## src/rtl/qeip_sram_loader_pkg.sv

```systemverilog
// Shared types and constants for the QEIP SRAM loader (AXI write master).
// Latency: n/a (declarations only).
// Backpressure: n/a (declarations only).
package qeip_sram_loader_pkg;

  // Transfer sequencer states
  typedef enum logic [2:0] {
    ST_IDLE = 3'd0,
    ST_AW   = 3'd1,
    ST_W    = 3'd2,
    ST_B    = 3'd3,
    ST_DONE = 3'd4
  } state_e;

  localparam logic [2:0]  AXI_SIZE_4B    = 3'd2;
  localparam logic [1:0]  AXI_BURST_INCR = 2'd1;
  localparam logic [1:0]  AXI_RESP_OKAY  = 2'd0;
  localparam logic [3:0]  AXI_WSTRB_ALL  = 4'hF;

  // Byte offset within a 4 KB page; AXI bursts may not cross this boundary
  localparam logic [11:0] PAGE_MASK      = 12'hFFF;

  // Reverse byte order of a 32-bit word (big-endian source stream)
  function automatic logic [31:0] byteswap32(input logic [31:0] d);
    return {d[7:0], d[15:8], d[23:16], d[31:24]};
  endfunction

endpackage

```

## src/rtl/qeip_sram_loader_if.sv

```systemverilog
// AXI write-only channel bundle (AW/W/B) between the loader and the SRAM slave.
// Latency: n/a (wires only).
// Backpressure: standard AXI valid/ready on each channel.
interface qeip_sram_loader_if #(
  parameter int BW_ADDR    = 32,
  parameter int BW_AXI_TID = 4
);

  logic [BW_AXI_TID-1:0] txawid;
  logic [BW_ADDR-1:0]    txawaddr;
  logic [3:0]            txawlen;
  logic [2:0]            txawsize;
  logic [1:0]            txawburst;
  logic                  txawvalid;
  logic                  txawready;

  logic [BW_AXI_TID-1:0] txwid;
  logic [31:0]           txwdata;
  logic [3:0]            txwstrb;
  logic                  txwlast;
  logic                  txwvalid;
  logic                  txwready;

  logic [1:0]            txbresp;
  logic                  txbvalid;
  logic                  txbready;

  modport master (
    output txawid, txawaddr, txawlen, txawsize, txawburst, txawvalid,
    input  txawready,
    output txwid, txwdata, txwstrb, txwlast, txwvalid,
    input  txwready,
    input  txbresp, txbvalid,
    output txbready
  );

  modport slave (
    input  txawid, txawaddr, txawlen, txawsize, txawburst, txawvalid,
    output txawready,
    input  txwid, txwdata, txwstrb, txwlast, txwvalid,
    output txwready,
    output txbresp, txbvalid,
    input  txbready
  );

endinterface

```

## src/rtl/qeip_sram_loader_burst_calc.sv

```systemverilog
// Burst sizing: beats = min(remaining words, MAX_BURST, words left in the 4 KB page).
// Latency: purely combinational.
// Backpressure: none; result is registered by the caller on entry to AW.
module qeip_sram_loader_burst_calc
  import qeip_sram_loader_pkg::*;
#(
  parameter int MAX_BURST = 16
) (
  input  logic [11:0] page_off_i,
  input  logic [15:0] rem_i,
  output logic [4:0]  beats_o
);

  logic [12:0] page_bytes;
  logic [15:0] page_words;
  logic [15:0] beats_w;
  logic        unused_bits;

  // Bytes left before the next 4 KB boundary: 4..4096, so 1..1024 words
  assign page_bytes = 13'd4096 - {1'b0, page_off_i & PAGE_MASK};
  assign page_words = {5'b0, page_bytes[12:2]};

  // Three-way minimum; result never exceeds MAX_BURST, so 5 bits suffice
  always_comb begin
    beats_w = rem_i;
    if (beats_w > 16'(MAX_BURST)) beats_w = 16'(MAX_BURST);
    if (beats_w > page_words)     beats_w = page_words;
  end

  assign beats_o     = beats_w[4:0];
  assign unused_bits = |{beats_w[15:5], page_bytes[1:0]};

endmodule

```

## src/rtl/qeip_sram_loader.sv

```systemverilog
// AXI write master filling QEIP SRAM from a 32-bit word stream in 4 KB-safe INCR bursts.
// Latency: one AW per burst, W beats pass combinationally from the stream, one burst outstanding.
// Backpressure: sxready follows txwready in W only; stream gaps and W stalls stretch the burst.
// Optional QEIP_SRAM_LOADER_BYTESWAP_EN: byte-reverse each stream word onto txwdata.
module qeip_sram_loader
  import qeip_sram_loader_pkg::*;
#(
  parameter int BW_ADDR    = 32,
  parameter int BW_AXI_TID = 4,
  parameter int MAX_BURST  = 16
) (
  input  logic               clk,
  input  logic               rstnn,
  input  logic               start,
  input  logic [BW_ADDR-1:0] cfg_addr,
  input  logic [15:0]        cfg_len,
  output logic               busy,
  output logic               done,
  output logic               err,
  input  logic               sxvalid,
  input  logic [31:0]        sxdata,
  output logic               sxready,
  qeip_sram_loader_if.master axi
);

  localparam logic [BW_AXI_TID-1:0] AXI_ID = '0;

  state_e               state_q, state_d;
  logic [BW_ADDR-1:0]   addr_q,  addr_d;
  logic [15:0]          rem_q,   rem_d;
  logic [4:0]           beats_q, beats_d;
  logic [3:0]           cnt_q,   cnt_d;
  logic                 err_q,   err_d;
  logic                 load_beats;
  logic [4:0]           calc_beats;
  logic [15:0]          rem_next;
  logic                 in_w;
  logic                 last_beat;
  logic                 w_fire;
  logic [31:0]          wdata_src;
  logic                 unused_cfg_bits;

  assign in_w      = (state_q == ST_W);
  assign last_beat = ({1'b0, cnt_q} == (beats_q - 5'd1));
  assign w_fire    = in_w && sxvalid && axi.txwready;
  assign rem_next  = rem_q - {11'b0, beats_q};

  // Sizes the next burst from the address/remaining count it will start with
  qeip_sram_loader_burst_calc #(
    .MAX_BURST (MAX_BURST)
  ) u_burst_calc (
    .page_off_i (addr_d[11:0]),
    .rem_i      (rem_d),
    .beats_o    (calc_beats)
  );

  // Burst size is captured on AW entry and held for the whole burst
  assign beats_d = load_beats ? calc_beats : beats_q;

  // Next-state and datapath updates for the transfer sequencer
  always_comb begin
    state_d    = state_q;
    addr_d     = addr_q;
    rem_d      = rem_q;
    cnt_d      = cnt_q;
    err_d      = err_q;
    load_beats = 1'b0;
    case (state_q)
      ST_IDLE: begin
        if (start) begin
          addr_d = {cfg_addr[BW_ADDR-1:2], 2'b00};
          rem_d  = cfg_len;
          err_d  = 1'b0;
          cnt_d  = '0;
          if (cfg_len == 16'd0) begin
            state_d = ST_DONE;
          end else begin
            state_d    = ST_AW;
            load_beats = 1'b1;
          end
        end
      end
      ST_AW: begin
        if (axi.txawready) state_d = ST_W;
      end
      ST_W: begin
        if (w_fire) begin
          if (last_beat) begin
            cnt_d   = '0;
            state_d = ST_B;
          end else begin
            cnt_d = cnt_q + 4'd1;
          end
        end
      end
      ST_B: begin
        if (axi.txbvalid) begin
          if (axi.txbresp != AXI_RESP_OKAY) err_d = 1'b1;
          rem_d  = rem_next;
          addr_d = addr_q + BW_ADDR'({beats_q, 2'b00});
          if (rem_next == 16'd0) begin
            state_d = ST_DONE;
          end else begin
            state_d    = ST_AW;
            load_beats = 1'b1;
          end
        end
      end
      ST_DONE: begin
        state_d = ST_IDLE;
      end
      default: begin
        state_d = ST_IDLE;
      end
    endcase
  end

  // State and datapath registers; reset abandons any burst in flight
  always_ff @(posedge clk or negedge rstnn) begin
    if (!rstnn) begin
      state_q <= ST_IDLE;
      addr_q  <= '0;
      rem_q   <= '0;
      beats_q <= 5'd1;
      cnt_q   <= '0;
      err_q   <= 1'b0;
    end else begin
      state_q <= state_d;
      addr_q  <= addr_d;
      rem_q   <= rem_d;
      beats_q <= beats_d;
      cnt_q   <= cnt_d;
      err_q   <= err_d;
    end
  end

`ifdef QEIP_SRAM_LOADER_BYTESWAP_EN
  assign wdata_src = byteswap32(sxdata);
`else
  assign wdata_src = sxdata;
`endif

  assign busy    = (state_q != ST_IDLE);
  assign done    = (state_q == ST_DONE);
  assign err     = err_q;
  assign sxready = in_w && axi.txwready;

  assign axi.txawid    = AXI_ID;
  assign axi.txawaddr  = addr_q;
  assign axi.txawlen   = 4'(beats_q - 5'd1);
  assign axi.txawsize  = AXI_SIZE_4B;
  assign axi.txawburst = AXI_BURST_INCR;
  assign axi.txawvalid = (state_q == ST_AW);

  assign axi.txwid     = AXI_ID;
  assign axi.txwdata   = in_w ? wdata_src : 32'd0;
  assign axi.txwstrb   = AXI_WSTRB_ALL;
  assign axi.txwlast   = in_w && last_beat;
  assign axi.txwvalid  = in_w && sxvalid;

  assign axi.txbready  = (state_q == ST_B);

  assign unused_cfg_bits = ^cfg_addr[1:0];

endmodule

```

## src/flat_wrapper.sv

```systemverilog
// flat-port wrapper written by rule: the top's interface ports become plain ports
module qeip_sram_loader_flat import qeip_sram_loader_pkg::*;
#(
  parameter int BW_ADDR    = 32,
  parameter int BW_AXI_TID = 4,
  parameter int MAX_BURST  = 16
)
  (clk, rstnn, start, cfg_addr, cfg_len, busy, done, err, sxvalid, sxdata, sxready, axi_txawid, axi_txawaddr, axi_txawlen, axi_txawsize, axi_txawburst, axi_txawvalid, axi_txawready, axi_txwid, axi_txwdata, axi_txwstrb, axi_txwlast, axi_txwvalid, axi_txwready, axi_txbresp, axi_txbvalid, axi_txbready);
  qeip_sram_loader_if #(.BW_ADDR(BW_ADDR), .BW_AXI_TID(BW_AXI_TID)) axi_i ();
  input  logic clk;
  input  logic rstnn;
  input  logic start;
  input  logic [BW_ADDR-1:0] cfg_addr;
  input  logic [15:0] cfg_len;
  output logic busy;
  output logic done;
  output logic err;
  input  logic sxvalid;
  input  logic [31:0] sxdata;
  output logic sxready;
  output wire logic [$bits(axi_i.txawid)-1:0] axi_txawid;
  output wire logic [$bits(axi_i.txawaddr)-1:0] axi_txawaddr;
  output wire logic [$bits(axi_i.txawlen)-1:0] axi_txawlen;
  output wire logic [$bits(axi_i.txawsize)-1:0] axi_txawsize;
  output wire logic [$bits(axi_i.txawburst)-1:0] axi_txawburst;
  output wire logic [$bits(axi_i.txawvalid)-1:0] axi_txawvalid;
  input wire logic [$bits(axi_i.txawready)-1:0] axi_txawready;
  output wire logic [$bits(axi_i.txwid)-1:0] axi_txwid;
  output wire logic [$bits(axi_i.txwdata)-1:0] axi_txwdata;
  output wire logic [$bits(axi_i.txwstrb)-1:0] axi_txwstrb;
  output wire logic [$bits(axi_i.txwlast)-1:0] axi_txwlast;
  output wire logic [$bits(axi_i.txwvalid)-1:0] axi_txwvalid;
  input wire logic [$bits(axi_i.txwready)-1:0] axi_txwready;
  input wire logic [$bits(axi_i.txbresp)-1:0] axi_txbresp;
  input wire logic [$bits(axi_i.txbvalid)-1:0] axi_txbvalid;
  output wire logic [$bits(axi_i.txbready)-1:0] axi_txbready;
  assign axi_txawid = axi_i.txawid;
  assign axi_txawaddr = axi_i.txawaddr;
  assign axi_txawlen = axi_i.txawlen;
  assign axi_txawsize = axi_i.txawsize;
  assign axi_txawburst = axi_i.txawburst;
  assign axi_txawvalid = axi_i.txawvalid;
  assign axi_i.txawready = axi_txawready;
  assign axi_txwid = axi_i.txwid;
  assign axi_txwdata = axi_i.txwdata;
  assign axi_txwstrb = axi_i.txwstrb;
  assign axi_txwlast = axi_i.txwlast;
  assign axi_txwvalid = axi_i.txwvalid;
  assign axi_i.txwready = axi_txwready;
  assign axi_i.txbresp = axi_txbresp;
  assign axi_i.txbvalid = axi_txbvalid;
  assign axi_txbready = axi_i.txbready;
  qeip_sram_loader #(.BW_ADDR(BW_ADDR), .BW_AXI_TID(BW_AXI_TID), .MAX_BURST(MAX_BURST)) u_core (.clk(clk), .rstnn(rstnn), .start(start), .cfg_addr(cfg_addr), .cfg_len(cfg_len), .busy(busy), .done(done), .err(err), .sxvalid(sxvalid), .sxdata(sxdata), .sxready(sxready), .axi(axi_i));
endmodule
```

## config.mk

```make
export PLATFORM = sky130hd
export DESIGN_NAME = qeip_sram_loader_flat
export DESIGN_NICKNAME = d
export VERILOG_FILES = /design/src/rtl/qeip_sram_loader_pkg.sv /design/src/rtl/qeip_sram_loader_if.sv /design/src/rtl/qeip_sram_loader_burst_calc.sv /design/src/rtl/qeip_sram_loader.sv /design/src/flat_wrapper.sv
export SDC_FILE = /design/constraint.sdc
export NUM_CORES = 1
export LEC_CHECK = 0
export CAP_MARGIN = 20
export CORE_MARGIN = 2
export CORE_UTILIZATION = 30
export CTS_BUF_LIST = sky130_fd_sc_hd__clkbuf_8
export CTS_CLUSTER_DIAMETER = 80
export DETAILED_ROUTE_END_ITERATION = 8
export MAX_ROUTING_LAYER = met4
export PLACE_DENSITY = 0.55
export SLEW_MARGIN = 30
export SYNTH_ARGS = -nofsm -noshare
export SYNTH_HDL_FRONTEND = slang
export SYNTH_HIERARCHICAL = 1
export SYNTH_SLANG_ARGS = --single-unit
```

## constraint.sdc

```tcl
create_clock -name clk -period 7.7 [get_ports clk]
set_input_delay 1.155 -clock clk [delete_from_list [all_inputs] [get_ports clk]]
set_output_delay 1.155 -clock clk [all_outputs]
set_load 0.05 [all_outputs]
```

### Yosys cells after proc, flatten, opt, wreduce, memory -nomap -nowiden

Cells that the tools add are included.
Widths: inputs -> output; s select.

| cells by class | value |
|---|---|
| add/subtract/negate cells | 5 |
| magnitude comparators | 2 |
| eq/ne operators | 11 |
| mux-type cells | 30 |
| reductions and logical operators | 15 |

Operators with widths:

| operator | count |
|---|---|
| $mux 32 | 3 |
| $pmux 32 s2 | 1 |
| $mux 16 | 3 |
| $add 32x7->32 | 1 |
| $logic_not 16->1 | 2 |
| $pmux 16 s2 | 1 |
| $mux 3 | 7 |
| $gt 16x11->1 | 1 |
| $gt 16x5->1 const B | 1 |
| $sub 16x5->16 | 1 |
| $sub 13x12->13 const A | 1 |
| $mux 4 | 3 |
| $pmux 3 s4 | 1 |
| $ne 2x2->1 const B | 4 |
| $pmux 4 s2 | 1 |
| $mux 1 | 7 |
| $eq 3x2->1 const B | 2 |
| $reduce_and 3->1 | 2 |
| $reduce_bool 2->1 | 3 |
| $eq 4x5->1 | 1 |
| $mux 5 | 1 |
| $reduce_and 5->1 | 1 |
| $sub 5x1->5 const B | 1 |
| $add 4x1->4 const B | 1 |
| other kinds (8) | 13 |

| storage, ports and cells | value |
|---|---|
| word-level logic and storage cells | 70 |
| input port bits | 89 |
| register bits after elaboration | 61 |
| output and inout bits | 93 |

### Logic depth before layout (Yosys ltp)

Gate-level depths: netlist of run 1.

| depth | value |
|---|---|
| word-level depth | 7 |
| depth in mapped cells | 24 |
| gate-level depth less buffers | 20 |

### Modules after synthesis

The synthesis of run 1 kept the hierarchy.

Modules (own cells, without submodules):

| module | cells each | seq. area each (um2) | times used | area each (um2) |
|---|---|---|---|---|
| qeip_sram_loader | 521 | 1527.7 | 1 | 4439.3 |
| qeip_sram_loader_burst_calc | 69 | 0.0 | 1 | 518.0 |

### Worst setup path after synthesis of run 1

No wires, ideal clock.

| timing path | value |
|---|---|
| path kind | input to register |
| from | in start |
| to | reg u_core.beats_q[0] |
| buffers on the path | 3 |
| setup slack | 2378 ps |
| cell stages on the path | 17 |
| setup time | 82 ps |
| data arrival time | 5240 ps |
| required time | 7618 ps |
| cell sequence | and2_1 > clkbuf_1 > clkbuf_1 > buf_1 > a22oi_1 > nand2_1 > or4_4 > or3_4 > or4_4 > nor3_4 > xor2_1 > ha_1 > o21ai_0 > nor2_1 > o221ai_1 > mux2_2 > mux2_4 |

| on the way | value |
|---|---|
| elaborated cells between the ends (all ways) | 11 |
| those cells by class | add/sub: 1; order compare: 2; mux: 8 |

RTL lines:

| item | line | source |
|---|---|---|
| start: declaration | flat_wrapper.sv:12 | `input logic start;` |
| $mux 32 (*) | qeip_sram_loader.sv:70 | `if (start) begin` |
| $pmux 32 s2 (*) | qeip_sram_loader.sv:68 | `case (state_q)` |
| named net u_core.addr_d[2] | qeip_sram_loader.sv:29 | `logic [BW_ADDR-1:0] addr_q, addr_d;` |
| $sub 13x12->13 (*) | qeip_sram_loader_burst_calc.sv:20 | `assign page_bytes = 13'd4096 - {1'b0, page_off_i & PAGE_MASK};` |
| $gt 16x11->1 | qeip_sram_loader_burst_calc.sv:27 | `if (beats_w > page_words) beats_w = page_words;` |
| $mux 5 (*) | qeip_sram_loader_burst_calc.sv:27 |  |
| named net u_core.calc_beats[0] | qeip_sram_loader.sv:35 | `logic [4:0] calc_beats;` |
| end signal: assignment | qeip_sram_loader.sv:131 | `beats_q <= beats_d;` |
| end: declaration | qeip_sram_loader.sv:31 | `logic [4:0] beats_q, beats_d;` |

The timed path passes the listed nets; every way through them passes the cells marked *. The select of a mux whose other input is x is not followed.
A chain may end at the register's enable or synchronous reset.

### Worst setup path after layout of run 1

| timing path | value |
|---|---|
| from | in axi_txbvalid |
| to | reg u_core.beats_q[0] |

| on the way | value |
|---|---|
| elaborated cells between the ends (all ways) | 11 |
| those cells by class | add/sub: 1; order compare: 2; mux: 8 |

RTL lines:

| item | line | source |
|---|---|---|
| start: declaration | flat_wrapper.sv:35 | `input wire logic [$bits(axi_i.txbvalid)-1:0] axi_txbvalid;` |
| $mux 32 (*) | qeip_sram_loader.sv:97 | `if (axi.txbvalid) begin` |
| $pmux 32 s2 (*) | qeip_sram_loader.sv:68 |  |
| named net u_core.addr_d[2] | qeip_sram_loader.sv:29 |  |
| $sub 13x12->13 (*) | qeip_sram_loader_burst_calc.sv:20 |  |
| $gt 16x11->1 | qeip_sram_loader_burst_calc.sv:27 |  |
| $mux 5 (*) | qeip_sram_loader_burst_calc.sv:27 |  |
| named net u_core.calc_beats[0] | qeip_sram_loader.sv:35 |  |

Marks and branches as above.

==> metrics.md, run 1 <==
| Metric | Value |
|---|---|
| Status | finished clean |
| Post-Synthesis Cells | 590 |
| Drt wl/cell | about 18 um |
| Yosys reg bits | 61 |
| Root Driver | clkbuf_8 |
| I/O pins | 182 |
| Gpl congestion | approximately 0.85 |
| Total grt overflow | 0 |
| Fillers | around 1600 |
| CTS Buffer Depth | 2 |
| Worst EP required | 7.98 ns |
| Die height | 132.5 um |
| Critical path peak fanout | 21 |
| Skew final | 0.01559 ns |
| Core area | 0.01600 sq mm |
| Drc violations | 0 |
| Die ar. | about 0.018 sq mm |
| CTS tree | yes |
| Worst-path clk slew | roughly 0.07 ns |
| Clock sink count | 61 |
| Layout cells sized above 1 | 6.818% |
| IO buf count | 162 |
| Vias in the first global route | 5008 |
| Asr flop ratio synth | 100.0% |
| Worst-Skew Late Latency | 0.36 ns |
| Hpwl dp | 12980 um |
| Final setup viols | 0 |
| Drt total wl | 17250 um |
| Initial drt markers | roughly 420 |
| P_leak | 2.852 nW |
| Post-cts sizing count | 0 |
| MaxCap Viol Count | 0 |
| Hold WS | around 0.56 ns |
| Main synth FF type | dfrtp_1 |
| EDFF count, synth | 0 |
| Via Count | 5168 |
| Util after Layout | 43.31% |
| Slew headroom | 43.57% |
| All-Layer GR Usage | about 20% |
| Post-route ant nets | 0 |
| Fin crit share | 74.49% |
| H-tree depth | 3 |
| Final nets | 857 |
| Largest net degree at the start of global routing | 62 |
| Number of synthesis warnings | 6 |
| Worst hold path type | reg2reg |
| Final Hold Vio Count | 0 |
| Fmax | 0.1743 GHz |
| Tmin final | roughly 5.7 ns |
| Setup WS post-layout | slightly below 2 ns |
| Placement Setup Slack | 1.597 ns |
| First-pass GRT wire length | 27270 um |
| Worst slew pin tran | 0.8465 ns |
| Initial antenna violation count | 0 |
| Post-CTS Setup Repair Bufs | 0 |
| Max-slew violations | 0 |
| Die width | ~130 um |
| Drt via density | 5.361 |
| VDD IR-drop max | 0.0002825 V |
| Number of diodes | 0 |
| Pre-antenna DRT Iters | 5 |
| Post-Syn Area per Cell | 8.402 sq um |
| Register Area | 0.001528 sq mm |
| Cell Pwr Density | 435.0 mW/mm^2 |
| Crit path kind | in2reg |
| Unrepaired setup endpoints after global routing | false |
| CP arrival | 6.02 ns |
| Yosys cell types | 70 |
| Critical path launch point type | input port |
| CTS Buf Count | 9 |
| Seq/Total Area, Yosys | 30.82% |
| Hold Buf Count CTS | 0 |
| Layout area overhead | 39.78% |
| Initial Util | 30.98% |
| Critical path capture point type | flop |
| Row count | 46 |
| Multi-input logic area | 0.003172 sq mm |
| Post-Route Setup TNS | 0 ns |
| Mapped cell area | 0.004957 sq mm |
cell usage in the layout (no fill, tap or decap), types with 4 or more instances in the layout:
master	n
o311ai_0	17
nand2b_1	5
xor2_1	9
or2_2	4
ha_1	23
dfrtp_1	60
a22oi_1	9
mux2i_1	4
and3_1	6
nor4_1	11
conb_1	23
mux2_4	5
xnor2_1	8
a21boi_0	4
o21ai_0	41
o211ai_1	9
and2_1	40
nor2b_1	5
nor3_1	19
clkbuf_8	10
nand2_1	73
buf_4	9
inv_1	24
a21o_1	11
nor3b_1	4
clkdlybuf4s50_1	161
a221o_1	11
a21oi_1	17
nor2_1	27
a31oi_1	6
nand4_1	10
nand3_1	20
metrics by stage:
stage                     total power (W)  area (sq um)  instances
after floorplan                  0.002074          5032        610
after global placement           0.002680          6736        948
after detailed placement         0.002703          6736        948
after CTS                        0.003013          6929        964
after global routing             0.003221          6929        964
final                            0.003014          6929        964
routing by layer:
layer / share of wire [%] / global-route usage [%] / vias to the layer above
li1: - / - / 2449
met1: 45 / 26.25 / 2524
met2: 48 / 31.46 / 174
met3: 5.5 / 3.908 / 21
met4: 1.5 / 5.376 / 0
met5: 0 / - / -
power by group:
part,switching (W),leakage [nW],internal (W)
clock network,0.000139,0.105,0.000155
registers,0.000177,0.773,0.000453
logic,0.00131,1.97,0.000781
total,0.00163,2.85,0.00139
logic make-up (layout without fill, tap and decap cells):
logic type,Yosys count,after routing,synth area share [%]
AO/OA/AOI/OAI,156,156,22.82
XOR/XNOR,18,18,3.458
adder cells (fa/ha/maj),25,25,6.613
buffers and inverters,71,209,6.815
flip-flops,61,61,30.82
multiplexers,12,12,3.003
other,3,23,0.2271
AND/OR/NAND/NOR,244,244,26.25
worst paths after layout:
path	cells past startpoint	from	end	slack, ns
setup / recovery	17	axi_txbvalid	u_core/beats_q[0]$_DFFE_PN1P_	1.96
hold / removal	1	u_core/axi.txawaddr[30]$_DFFE_PN0P_	u_core/axi.txawaddr[30]$_DFFE_PN0P_	0.56
setup reg to reg	19	u_core/state_q[0]$_DFFE_PN0P_	u_core/beats_q[0]$_DFFE_PN1P_	2.24
hold reg to reg	1	u_core/axi.txawaddr[30]$_DFFE_PN0P_	u_core/axi.txawaddr[30]$_DFFE_PN0P_	0.56
max in group asynchronous	2	rstnn	u_core/beats_q[1]$_DFFE_PN0P_	6.15
min in group asynchronous	2	rstnn	u_core/axi.txawaddr[18]$_DFFE_PN0P_	0.97
sequential cells by signal, indices dropped and copies added (netlist names):
name and count:
u_core/cnt_q 4, u_core/axi.txawaddr 32, u_core/rem_q 16, u_core/beats_q 5
u_core/state_q 3, u_core/err 1
cell usage after synthesis (8+ instances only):
cell,number,area (sq um)
xnor2_1,8,70.07
and2_1,40,250.2
buf_4,17,127.6
nand2_1,73,274.0
nor4_1,11,68.82
clkbuf_1,24,90.09
a22oi_1,9,67.56
nor2_1,27,101.4
o211ai_1,9,67.56
ha_1,23,287.8
nand3_1,20,100.1
nor3_1,19,95.09
xor2_1,9,78.83
o311ai_0,18,157.7
a221o_1,11,110.1
nand4_1,10,62.56
a21oi_1,17,85.08
a21o_1,11,82.58
inv_1,22,82.58
dfrtp_1,60,1501
o21ai_0,41,205.2
critical path: stages:
cell and delay, ns:
clkdlybuf4s50_1 0.76, and2_1 0.33, buf_4 0.23, a22oi_1 0.21
nand2_1 0.14, or4_4 0.57, or3_4 0.38, or4_4 0.47
nor3_4 0.16, xor2_1 0.17, ha_1 0.19, nand4_1 0.08
or3_1 0.31, o221ai_1 0.08, buf_4 0.19, mux2_2 0.33
mux2_4 0.25
cell type report:
class	count	share of cell area, %
multi-input cells	478	45.77
clock inverters	6	0.7945
clock buffers	10	1.986
inverters	22	1.192
well taps	216	3.900
repair buffers	171	24.30
flip-flops and latches	61	22.05
Note: power is estimated with default switching activity, not from simulation.
==> run 2, diff against run 1 <==
- PLACE_DENSITY: 0.55 -> 0.57
- clock period: 7.7 -> 4.9 ns (I/O delays scaled with it)
==> run 2 against run 1 <==
Net effect:
- wire length rose by 0.86%
- non-clock buffer count up 31
- hold slack got worse by 0.21 ns
- core utilization rose by 1.5 points
- sequential power up 55%
- clock power grew 33%
- first-iteration DRC count is 13% lower
- die area unchanged
- design area rose by 3.6%
==> metrics.md, run 2 (synthesized netlist as in run 1, its figures left out) <==
| Metric | Value |
|---|---|
| All-Layer GR Usage | 20.19% (+0.22 points) |
| CTS Buffer Depth | 2 (unchanged) |
| Post-CTS Setup Repair Bufs | 0 (unchanged) |
| CTS Buf Count | 9 (unchanged) |
| Switching Fraction | 53.42% (-0.52 points) |
| Total grt overflow | 0 (unchanged) |
| Placement Setup Slack | 0.04728 ns (-1.550 ns) |
| Register Area | 0.001528 sq mm (unchanged) |
| Vias in the first global route | 5055 (+0.94%) |
| Post-Route Setup TNS | 0 ns (unchanged) |
| Initial Util | 30.98% (unchanged) |
| Final nets | 888 (+3.6%) |
| I/O pins | 182 (unchanged) |
| H-tree depth | 3 (unchanged) |
| VDD IR-drop max | 0.0003240 V (+15%) |
| Post-route ant nets | 0 (unchanged) |
| Core area | 0.01600 sq mm (unchanged) |
| Clock sink count | 61 (unchanged) |
| Skew final | 0.01477 ns (-0.0008195 ns) |
| Final Hold Vio Count | 0 (unchanged) |
| Met2 Usage GRT | 32.18% (+0.72 points) |
| IO buf count | 162 (unchanged) |
| Hold WS | 0.3508 ns (-0.2064 ns) |
| Int Pwr | 0.002271 W (+64%) |
| Critical path launch point type | flop |
| CP arrival | 4.96 ns (-1.06 ns) |
| Pre-antenna DRT Iters | 5 (unchanged) |
| Layout cells sized above 1 | 10.78% (+4.0 points) |
| Routing usage on met3 | 4.981% (+1.1 points) |
| Met1 Track Usage GR | 25.60% (-0.65 points) |
| Worst-path clk slew | 0.07 ns (about the same) |
| CTS tree | yes |
| Critical path peak fanout | 4 (-81%) |
| Fin crit share | 95.00% |
| Crit path kind | reg2reg |
| Comb power frac | 72.0% (+2.7 points) |
| Status | finished clean |
| Gpl congestion | 0.8646 (+1.5%) |
| Commonest non-fill, non-tap cell in the layout | clkdlybuf4s50_1 |
| Power share of the sequential group | 20.0% (-0.9 points) |
| Unrepaired setup endpoints after global routing | false |
| Final setup viols | 0 (unchanged) |
| MaxCap Viol Count | 0 (unchanged) |
| Worst EP required | 5.20 ns (-2.78 ns) |
| Slew headroom | 58.07% (+15 points) |
| Die height | 132.5 um (unchanged) |
| Worst hold path type | in2async |
| Max reg flops | 32 (unchanged) |
| Worst slew pin tran | 0.6210 ns (-0.2255 ns) |
| Fmax | 0.2148 GHz |
| Initial antenna violation count | 0 (unchanged) |
| Drc violations | 0 (unchanged) |
| Setup WS post-layout | 0.2449 ns (-1.719 ns) |
| Cell Pwr Density | 679.4 mW/mm^2 (+56%) |
| Multi-input logic area | 0.003201 sq mm (+0.91%) |
| Row count | 46 (unchanged) |
| Number of diodes | 0 (unchanged) |
| Tmin final | around 4.7 ns |
| Drt total wl | 17400 um (+0.86%) |
| Via Count | 5164 (-0.077%) |
| Largest net degree at the start of global routing | 39 (-37%) |
| Die ar. | 0.01757 sq mm (unchanged) |
| Layout area overhead | 44.78% |
| Gr busiest metal | met2 |
| Clk pwr share | 8.0% (-1.8 points) |
| Initial drt markers | 367 (-13%) |
| Fillers | 1587 (-1.6%) |
| Drt wl/cell | 17.48 um (-2.3%) |
| Switching pwr | 0.002605 W (+60%) |
| Hpwl dp | 13440 um (+3.5%) |
| Drt via density | 5.190 (-3.2%) |
| First-pass GRT wire length | 27100 um (-0.61%) |
| Worst-Skew Late Latency | 0.37 ns (about the same) |
| Root Driver | clkbuf_8 |
| Critical path capture point type | flop |
| Most frequent cells in the layout | clkdlybuf4s50_1, nand2_1, dfrtp_1, o21ai_0, and2_1 |
| P_leak | 3.006 nW (+5.4%) |
| Max-slew violations | 0 (unchanged) |
| Die width | 132.5 um (unchanged) |
-- run 2: cell types whose count changed in the layout (fill, tap and decap cells not counted), sizes merged --
cell      previous run  this run
buf                 10        41
inv                 24        26
bufinv               1         0
clkbuf              10         9
clkinv               2         3
clkinvlp             1         0
-- run 2: path summary, 6_finish.rpt --
kind                                                           from  slack [ns]                                  end  depth (start not counted)
worst min register to register  u_core/axi.txawaddr[30]$_DFFE_PN0P_        0.54  u_core/axi.txawaddr[30]$_DFFE_PN0P_                          1
worst min-delay path                                          rstnn        0.35  u_core/axi.txawaddr[16]$_DFFE_PN0P_                          1
min in group clk                u_core/axi.txawaddr[30]$_DFFE_PN0P_        0.54  u_core/axi.txawaddr[30]$_DFFE_PN0P_                          1
worst max register to register        u_core/beats_q[4]$_DFFE_PN0P_        0.24        u_core/beats_q[0]$_DFFE_PN1P_                         19
worst max-delay path                  u_core/beats_q[4]$_DFFE_PN0P_        0.24        u_core/beats_q[0]$_DFFE_PN1P_                         19
max in group asynchronous                                     rstnn        3.61        u_core/beats_q[0]$_DFFE_PN1P_                          2
-- run 2: repair_timing --
item / CTS / global route
gates resized for setup: 0 / 5
hold buffers: 0 / 0
setup endpoints to repair: 0 / 5
-- run 2: final cells by class --
cell class | instances | share of cell area, %
tap | 216 | 3.766
clock buffer | 9 | 1.726
timing repair buffer | 202 | 27.06
inverter | 22 | 1.151
clock inverter | 7 | 0.4184
sequential | 61 | 21.29
multi-input combinational | 478 | 44.60
-- run 2: power by group through the flow --
stage	logic, W	registers [W]	clock network [W]
finish	0.00351	0.000977	0.000390
global route	0.00376	0.00101	0.000427
CTS	0.00348	0.000974	0.000402
detailed placement	0.00346	0.000979	0
global placement	0.00342	0.000973	0
floorplan	0.00198	0.00128	0
-- run 2: critical path: stages (launching register included) --
cell	delay (ns)
dfrtp_1	0.40
inv_1	0.13
ha_1	0.24
or4_4	0.45
nor2_2	0.14
nand2_1	0.08
or2_2	0.31
o21ai_0	0.18
a21boi_0	0.11
a221o_1	0.32
nor4_4	0.30
and3_4	0.27
buf_4	0.12
inv_1	0.03
ha_1	0.26
nand4_1	0.11
or3_1	0.40
o221ai_2	0.09
mux2_2	0.37
mux2_4	0.25
-- run 2: metrics by stage --
step	util (%)	total power, W	instances	area [sq um]
after global placement	43.75	0.004390	979	7000
after floorplan	-	0.003266	610	5039
after detailed placement	43.75	0.004443	979	7000
after CTS	44.71	0.004854	995	7154
final	44.85	0.004876	995	7177
after global routing	44.85	0.005200	995	7177
-- run 2: layer usage --
layer | vias up | routed length [um]
met5 | - | 0
met4 | 0 | 235
li1 | 2507 | -
met1 | 2445 | 7700
met2 | 187 | 8401
met3 | 25 | 1059
==> run 3, diff against run 2 <==
- ABC_AREA: unset -> 0
- CORE_MARGIN: 2 -> unset
==> run 3 against run 2 <==
Net effect:
- sequential power barely moved
- core utilization is 0.64 points lower
- global-route usage down 0.053 points
- design area is 1.4% lower
- count of clock-buffer cells in the layout did not move
- die area decreased by 3.0%
- wire length shrank 3.9%
- register-to-register slack better by 0.02 ns
==> metrics.md, run 3 (synthesized netlist as in run 1, its figures left out) <==
| Metric | Value |
|---|---|
| Status | finished clean |
| Worst-Skew Late Latency | 0.34 ns (-0.03 ns) |
| Root Driver | clkbuf_8 |
| Critical path peak fanout | 9 (+5) |
| Critical path capture point type | flop |
| I/O pins | 182 (unchanged) |
| Vias in the first global route | 5010 (-0.89%) |
| CTS tree | yes |
| FF-to-FF setup slack | 0.26 ns (+0.02 ns) |
| Comb power frac | 71.5% (-0.5 points) |
| Crit-path leading delay family | simple AND/OR/NAND/NOR gates |
| First-pass GRT wire length | 25850 um (-4.6%) |
| Final setup viols | 0 (unchanged) |
| Clk pwr share | 7.9% (about the same) |
| Final Hold Vio Count | 0 (unchanged) |
| Ordered cell list for the critical path | nand2_1, or2_2, inv_1, and2_1, nor2_1, nand2_1, nand2_1, or4_4, or3_4, or4_4, nor3_4, xor2_1, ha_1, nand4_1, or3_1, o221ai_2, mux2_2, mux2_4 |
| Clock sink count | 61 (unchanged) |
| Most frequent cells in the layout | clkdlybuf4s50_1, nand2_1, dfrtp_1, o21ai_0, and2_1 |
| Layout area overhead | 42.71% |
| CP arrival | 4.91 ns (-0.05 ns) |
| Drt wl/cell | 16.98 um (-2.9%) |
| Die height | 130.5 um (-1.5%) |
| Switching Fraction | 53.73% (+0.31 points) |
| Die width | 130.5 um (-1.5%) |
| Worst reg2reg endpoint | u_core/beats_q[0]$_DFFE_PN1P_ |
| Hold Buf Count CTS | 0 (unchanged) |
| Die ar. | 0.01704 sq mm (-3.0%) |
| Min-Delay Endpoint | u_core/err$_DFFE_PN0P_ |
| Number of diodes | 0 (unchanged) |
| Commonest non-fill, non-tap cell in the layout | clkdlybuf4s50_1 |
| VDD IR-drop max | 0.0003132 V (-3.3%) |
| Final nets | 878 (-1.1%) |
| Tmin final | 4.639 ns (-0.01614 ns) |
| WL met3 | 940 um (-11%) |
| Post-Route Setup TNS | 0 ns (unchanged) |
| Setup WS post-layout | 0.2611 ns (+0.01613 ns) |
| Top Metal Used | met4 |
| Cell Pwr Density | 672.8 mW/mm^2 (-0.98%) |
| Met2 WL | 8074 um (-3.9%) |
| Initial Util | 30.98% (unchanged) |
| Max reg flops | 32 (unchanged) |
| Total grt overflow | 0 (unchanged) |
| R2R Path Start | u_core/state_q[0]$_DFFE_PN0P_ |
| Hold WS | 0.5476 ns (+0.1968 ns) |
| Slowest cell on crit path | or4_4 |
| Worst EP required | 5.17 ns (-0.03 ns) |
| HP Start | u_core/err$_DFFE_PN0P_ |
| Hpwl dp | 12940 um (-3.7%) |
| Largest net degree at the start of global routing | 62 (+59%) |
| Drt via density | 5.283 (+1.8%) |
| Layout cells sized above 1 | 9.493% (-1.3 points) |
| Crit path kind | reg2reg |
| Final cell count without fillers | 985 (-1.0%) |
| Multi-input logic area | 0.003198 sq mm (about the same) |
| Final Cell Area | 0.007074 sq mm (-1.4%) |
| Row count | 46 (unchanged) |
| MaxCap Viol Count | 0 (unchanged) |
| Worst r2r path cells | 18 (-1) |
| Post-route ant nets | 0 (unchanged) |
| Drt total wl | 16720 um (-3.9%) |
| IO buf count | 162 (unchanged) |
| Via Count | 5204 (+0.77%) |
| Placed Instance Area | 0.006900 sq mm (-1.4%) |
| Gpl congestion | 0.8855 (+2.4%) |
| Max-slew violations | 0 (unchanged) |
| Switching pwr | 0.002557 W (-1.8%) |
| Fillers | 1606 (+1.2%) |
| Hold path depth | 2 |
| CP max stage delay | 0.55 ns (+0.10 ns) |
| All-Layer GR Usage | 20.14% (-0.053 points) |
| Int Pwr | 0.002202 W (-3.0%) |
| Worst-path clk slew | 0.07 ns (about the same) |
| CP Buf/Inv Count | 1 (-2) |
| Slew headroom | 41.86% (-16 points) |
| Initial antenna violation count | 0 (unchanged) |
| Unrepaired setup endpoints after global routing | false |
| CTS Buf Count | 9 (unchanged) |
| CTS Buffer Depth | 2 (unchanged) |
| H-tree depth | 3 (unchanged) |
| WL met1 | 7546 um (-2.0%) |
| Fmax | 0.2156 GHz (+0.35%) |
| Drc violations | 0 (unchanged) |
| Core area | 0.01600 sq mm (unchanged) |
| P_leak | 2.948 nW (-1.9%) |
| Fin crit share | 94.67% (-0.33 points) |
| Placement Setup Slack | -0.01216 ns (-0.05943 ns) |
| Register Area | 0.001528 sq mm (unchanged) |
| Worst hold path type | reg2reg |
| Worst slew pin tran | 0.8586 ns (+0.2376 ns) |
| Skew final | 0.01151 ns (-0.003255 ns) |
| Pre-antenna DRT Iters | 5 (unchanged) |
| Critical path's most frequent cell | nand2_1 |
| Power share of the sequential group | 20.5% (+0.5 points) |
| Placed Cells | 969 (-1.0%) |
| Initial drt markers | 365 (-0.54%) |
| Critical path launch point type | flop |
run 3: layer usage:
layer / up-vias / GRT usage (%)
met2: 169 / 31.78
met5: - / -
li1: 2498 / -
met1: 2527 / 26.66
met4: 0 / 5.882
met3: 10 / 3.013
run 3: area by class of cell:
class                      count  share of cell area (%)
clock inverter                 7                  0.4245
sequential                    61                   21.60
clock buffer                   9                   1.751
multi-input combinational    478                   45.21
timing repair buffer         192                   26.03
tap                          216                   3.820
inverter                      22                   1.167
run 3: worst max-delay path by stage:
stage	startpoint	endpoint	slack, ns	depth (start not counted)
floorplan	u_core/state_q[1]$_DFFE_PN0P_	u_core/beats_q[0]$_DFFE_PN1P_	0.003	22
global placement	axi_txbvalid	u_core/beats_q[0]$_DFFE_PN1P_	0.01	16
detailed placement	axi_txbvalid	u_core/beats_q[0]$_DFFE_PN1P_	-0.01	16
CTS	u_core/beats_q[4]$_DFFE_PN0P_	u_core/beats_q[0]$_DFFE_PN1P_	0.17	19
global route	u_core/beats_q[4]$_DFFE_PN0P_	u_core/beats_q[0]$_DFFE_PN1P_	0.03	20
finish	u_core/state_q[0]$_DFFE_PN0P_	u_core/beats_q[0]$_DFFE_PN1P_	0.26	18
run 3: repair_timing:
action                                  CTS  global route
endpoints found under the setup margin    0             5
buffers inserted                          0             0
gates resized for setup                   0             3
run 3: worst register-to-register path: cells and delay by family (launching register included):
family,cells,cell delay [ns]
adders and majority gates,1,0.20
AOI/OAI and AO/OA,1,0.09
xor gates and xnor gates,1,0.18
buffers and inverters,1,0.07
and+or+nand+nor,12,2.91
muxes,2,0.61
DFF,1,0.52
run 3: per-stage QoR:
| step | power [W] | util, % |
|---|---|---|
| after detailed placement | 0.004345 | 43.13 |
| after global placement | 0.004297 | 43.13 |
| after CTS | 0.004749 | 44.09 |
| after floorplan | 0.003266 | - |
| after global routing | 0.005082 | 44.21 |
| final | 0.004760 | 44.21 |
run 3: power by group through the flow:
| stage | clock (W) | combinational, W | sequential (W) |
|---|---|---|---|
| 2_1_floorplan | 0 | 0.00198 | 0.00128 |
| 3_3_place_gp | 0 | 0.00332 | 0.000973 |
| 3_5_place_dp | 0 | 0.00337 | 0.000976 |
| 4_1_cts | 0.000391 | 0.00339 | 0.000972 |
| 5_1_grt | 0.000419 | 0.00365 | 0.00101 |
| 6_report | 0.000378 | 0.00341 | 0.000976 |
